$ cat config.mk
export PLATFORM = sky130hd
export DESIGN_NAME = bit_serializer
export DESIGN_NICKNAME = d
export VERILOG_FILES = /design/src/rtl/serial_defs.sv /design/src/rtl/word_hold_reg.sv /design/src/rtl/bit_serializer.sv
export SDC_FILE = /design/constraint.sdc
export NUM_CORES = 1
export LEC_CHECK = 0
export BUFFER_PORTS_ARGS = -buffer_cell sky130_fd_sc_hd__buf_2
export CORE_ASPECT_RATIO = 1.4
export CORE_UTILIZATION = 35
export DETAILED_ROUTE_END_ITERATION = 7
export GPL_TIMING_DRIVEN = 0
export SYNTH_ARGS = -nofsm -noshare
export SYNTH_HDL_FRONTEND = slang
export SYNTH_SLANG_ARGS = --single-unit
$ cat constraint.sdc
create_clock -name clk -period 2.7 [get_ports clk]
set_clock_uncertainty 0.15 [all_clocks]
set_input_delay 0.135 -clock clk [delete_from_list [all_inputs] [get_ports clk]]
set_output_delay 0.135 -clock clk [all_outputs]
set_load 0.01 [all_outputs]
$ cat src/rtl/serial_defs.sv
// Shared definitions for the serial front end:
// FSM encodings and default word width.
package serial_defs;

  typedef enum logic {
    IDLE  = 1'b0,
    SHIFT = 1'b1
  } state_t;

  localparam int unsigned DEF_WIDTH = 8;

endpackage

$ cat src/rtl/word_hold_reg.sv
// One-entry holding buffer: filled by load,
// emptied by take, never overwritten while full.
module word_hold_reg #(
  parameter int unsigned WIDTH = 8
) (
  input  logic             clk,
  input  logic             rst,
  input  logic             i_load,
  input  logic             i_take,
  input  logic [WIDTH-1:0] i_data,
  output logic [WIDTH-1:0] o_data,
  output logic             o_full
);

  logic [WIDTH-1:0] r_data;
  logic             r_full;

  // capture a word on load, release it on take
  always_ff @(posedge clk) begin
    if (rst) begin
      r_full <= 1'b0;
    end else if (i_load && !r_full) begin
      r_data <= i_data;
      r_full <= 1'b1;
    end else if (i_take) begin
      r_full <= 1'b0;
    end
  end

  assign o_data = r_data;
  assign o_full = r_full;

endmodule

$ cat src/rtl/bit_serializer.sv
// Parallel-to-serial front end: one bit per
// clock on x, words streamed back to back.
module bit_serializer
  import serial_defs::*;
#(
  parameter int unsigned WIDTH     = DEF_WIDTH,
  parameter bit          MSB_FIRST = 1'b1,
  parameter logic        IDLE_BIT  = 1'b0
) (
  input  logic             clk,
  input  logic             rst,
  input  logic [WIDTH-1:0] din,
  input  logic             din_valid,
  output logic             din_ready,
  output logic             x,
  output logic             x_valid,
  output logic             busy,
  output logic             word_done
);

  localparam int unsigned CW = $clog2(WIDTH);

  state_t           r_state;
  state_t           w_state_n;
  logic [WIDTH-1:0] r_sh;
  logic [WIDTH-1:0] w_sh_n;
  logic [WIDTH-1:0] w_sh_shift;
  logic [CW-1:0]    r_cnt;
  logic [CW-1:0]    w_cnt_n;
  logic             w_xfer;
  logic             w_last;
  logic             w_load;
  logic             w_take;
  logic [WIDTH-1:0] w_hold;
  logic             w_full;

  assign w_xfer = din_valid & din_ready;
  assign w_last = (r_cnt == CW'(WIDTH - 1));

  // zero-filling shift toward the output end
  if (MSB_FIRST) begin : g_msb
    assign w_sh_shift = {r_sh[WIDTH-2:0], 1'b0};
  end else begin : g_lsb
    assign w_sh_shift = {1'b0, r_sh[WIDTH-1:1]};
  end

  word_hold_reg #(
    .WIDTH(WIDTH)
  ) u_hold (
    .clk   (clk),
    .rst   (rst),
    .i_load(w_load),
    .i_take(w_take),
    .i_data(din),
    .o_data(w_hold),
    .o_full(w_full)
  );

  // state, shift register and bit counter
  always_ff @(posedge clk) begin
    if (rst) begin
      r_state <= IDLE;
      r_sh    <= '0;
      r_cnt   <= '0;
    end else begin
      r_state <= w_state_n;
      r_sh    <= w_sh_n;
      r_cnt   <= w_cnt_n;
    end
  end

  // next state: bypass load when idle, refill on last bit
  always_comb begin
    w_state_n = r_state;
    w_sh_n    = r_sh;
    w_cnt_n   = r_cnt;
    w_load    = 1'b0;
    w_take    = 1'b0;
    unique case (r_state)
      IDLE: begin
        if (w_xfer) begin
          w_sh_n    = din;
          w_cnt_n   = '0;
          w_state_n = SHIFT;
        end
      end
      SHIFT: begin
        if (!w_last) begin
          w_sh_n  = w_sh_shift;
          w_cnt_n = r_cnt + CW'(1);
          w_load  = w_xfer;
        end else if (w_full) begin
          w_sh_n  = w_hold;
          w_take  = 1'b1;
          w_cnt_n = '0;
        end else if (w_xfer) begin
          w_sh_n  = din;
          w_cnt_n = '0;
        end else begin
          w_sh_n    = w_sh_shift;
          w_cnt_n   = '0;
          w_state_n = IDLE;
        end
      end
      default: w_state_n = IDLE;
    endcase
  end

  assign din_ready = !rst && !w_full;
  assign x_valid   = (r_state == SHIFT);
  assign busy      = x_valid || w_full;
  assign word_done = x_valid && w_last;
  assign x         = !x_valid  ? IDLE_BIT :
                     MSB_FIRST ? r_sh[WIDTH-1] :
                                 r_sh[0];

endmodule

==> summary.txt <==
Synth
  • Synth unique cells: 24
  • Syn nets: 98
  • Mapped Cells: 84
  • Synth Register Bits: 21
  • Post-Syn Area: 923 um^2
  • Post-synthesis compound-gate area fraction: 0.245
  • Multiplexer share of the synthesized area: 0.0108
  • Cell taking the most area after synthesis: dfxtp_1
  • XOR/XNOR Fraction of Synth Area: 0
  • Post-synth EDFFs: 8
  • Most frequent cell after synthesis: dfxtp_1
  • Area contributors post-synth: dfxtp_1, edfxtp_1, a32oi_1
  • Synth Flop Type: dfxtp_1
  • Seq/Total Area, Yosys: 0.542
  • Syn Area/Cell: 11.0 um^2
  • Post-synthesis simple-gate area fraction: 0.121
  • Top-area cell type share of the netlist area: 0.282
  • Synth Area in Adders: 0.0407
  • Main combinational cell family by area after synthesis: compound AO/OA/AOI/OAI gates
  • Most frequent cells after synthesis: dfxtp_1, a22oi_1, edfxtp_1, o22ai_1, a32oi_1
  • Synth warnings: 0
  • Async set or reset register ratio after synthesis: 0

Worst setup path
  • Startpoint Class: register
  • Crit end category: register
  • Data required, critical path: 2470 ps
  • Crit-path cells: ha_1 > ha_1 > nand2b_1 > nor3_1
  • Crit path largest cell delay: 930 ps
  • CP Class: register to register
  • Max FO, Critical Path: 8
  • Slowest CP cell: nor3_1
  • Most frequent cell on the critical path: ha_1
  • CP arrival: 2150 ps

Outcome
  • Status: finished, final reports clean

Clocking
  • TritonCTS buffer count: 3
  • Clock Latency Late Sink: 300 ps
  • CTS clk-pin slew, worst paths: 110 ps
  • H-tree Lvls: 1
  • Post-CTS setup buffer count: 0
  • TritonCTS clock tree: built
  • Clk sink count: 21
  • CTS resizes: 0
  • Clk buf depth: 2
  • Root Buffer: clkbuf_4

Finish
  • Cell Count, Final, Fillers Out: 145
  • Area Growth Syn to Fin: 24.8%
  • # diodes: 0
  • Final #Nets: 126
  • Layout cell share with drive strength beyond 1: 0.189

Routing
  • Initial drt markers: 25
  • Final WL: 1950 um
  • Routed vias: 749
  • Residual DRC: 0
  • Drt wl/cell: 13.4 um
  • Vias per std cell: 5.17
  • Remaining antenna violation count after routing: 0
  • DRT Pass-1 Iters: 3

STA
  • Hold Slack: 110 ps
  • Relative slew slack: 0.193
  • Sum Neg Setup Slack: 0 ps
  • Max-slew violations: 0
  • RSZ-0062 raised after global routing: no
  • Minimum clock period: 2380 ps
  • Worst-margin pin slew: 1200 ps
  • Final Hold Vio Count: 0
  • Max Clk Rate: 0.421 GHz
  • Setup violations, final: 0
  • Tcrit/Tclk final: 0.880

Placement
  • Post-DP HPWL: 1370 um
  • IO buf count: 14
  • Placer Congestion: 0.718
  • Dpl cells: 132

Global route
  • Initial antenna violation count: 0
  • Pin count of the biggest net entering global routing: 12
  • Grt ovf: 0
  • Total global routing track utilization: 0.157
  • Number of global-route vias before repair: 782
  • First-pass GRT wire length: 3380 um

Power
  • Power Density: 503 nW/um^2
  • P_leak: 0.000424 uW
  • Peak VDD IR: 314 uV

Die
  • Core ar.: 2440 um^2
  • FP Rows: 21
  • Die Y: 62.8 um
  • Die W: 45.4 um
  • Die footprint: 2850 um^2
  • Num ports: 16
  • Initial Util: 0.378

Worst hold path
  • HP Class: primary input to register

Job
  • MaxCap Viol Count: 0
[cell type report]
cell class,count,area (um^2)
fill,245,1290
multi-input combinational,55,385
timing repair buffer,23,160
buffer,5,26.3
clock buffer,4,26.3
tap,34,42.5
inverter,3,11.3
sequential,21,500
[critical path, delay by kind of cell (launching register included)]
kind	cells	cell delay [ps]
adder cells (fa/ha/maj)	2	410
flip-flops	1	340
AND/OR/NAND/NOR	2	1100
[where the power goes]
part | switching, uW | leakage, uW | total (uW) | internal, uW
clock network | 89.3 | 0.0000150 | 147 | 57.5
registers | 9.16 | 0.000179 | 351 | 342
logic | 42.8 | 0.000230 | 82.2 | 39.3
total | 141 | 0.000424 | 580 | 439
[per-stage QoR]
step,setup WS [ps],util,instance area [um^2],total power [uW]
after floorplan,723,-,923,405
final,324,0.472,1150,580
after detailed placement,257,0.424,1040,431
after CTS,228,0.472,1150,587
after global routing,112,0.472,1150,610
after global placement,295,0.424,1040,429
[timing repair]
action | CTS | global route
hold buffers | 9 | 0
endpoints found under the setup margin | 0 | 0
endpoints found under the hold margin | 13 | 0
[cells by family (layout without fill, tap and decap cells)]
group / after synthesis / after routing
AOI/OAI and AO/OA: 31 / 31
DFF: 21 / 21
and+or+nand+nor: 20 / 20
buffers and inverters: 8 / 35
adders and majority gates: 3 / 3
muxes: 1 / 1
[final timing paths]
path                                       startpoint                          to  slack [ps]  cells past startpoint
worst max-delay path            r_cnt[0]$_SDFFE_PP0P_  u_hold.o_data[4]$_DFFE_PP_         320                      4
worst max register to register  r_cnt[0]$_SDFFE_PP0P_  u_hold.o_data[4]$_DFFE_PP_         320                      4
worst min register to register  r_cnt[1]$_SDFFE_PP0P_       r_cnt[1]$_SDFFE_PP0P_         330                      2
worst min-delay path                        din_valid          x_valid$_SDFF_PP0_         110                      3
[state kept, by name, summed over array words and instances (netlist names)]
name           cells
r_sh               8
u_hold.o_data      8
r_cnt              3
u_hold.o_full      1
x_valid            1
[per-layer routing]
| layer | vias up | track usage | part of all wire |
|---|---|---|---|
| li1 | 375 | - | - |
| met1 | 358 | 0.201 | 0.45 |
| met2 | 12 | 0.259 | 0.53 |
| met3 | 4 | 0.0173 | 0.015 |
| met4 | 0 | 0.0606 | 0.012 |
| met5 | - | 0 | 0 |
[cells in the final DEF (no fill, tap or decap), types with 4 or more instances in the layout]
master         synthesis  layout
buf_2                  0      14
dfxtp_1               13      13
dlygate4sd3_1          0       9
a22oi_1                8       8
o22ai_1                8       8
edfxtp_1               8       8
a32oi_1                7       7
nor2_1                 6       6
clkbuf_1               4       5
a21oi_1                4       4
No activity file was read; power rests on OpenSTA's default activity.
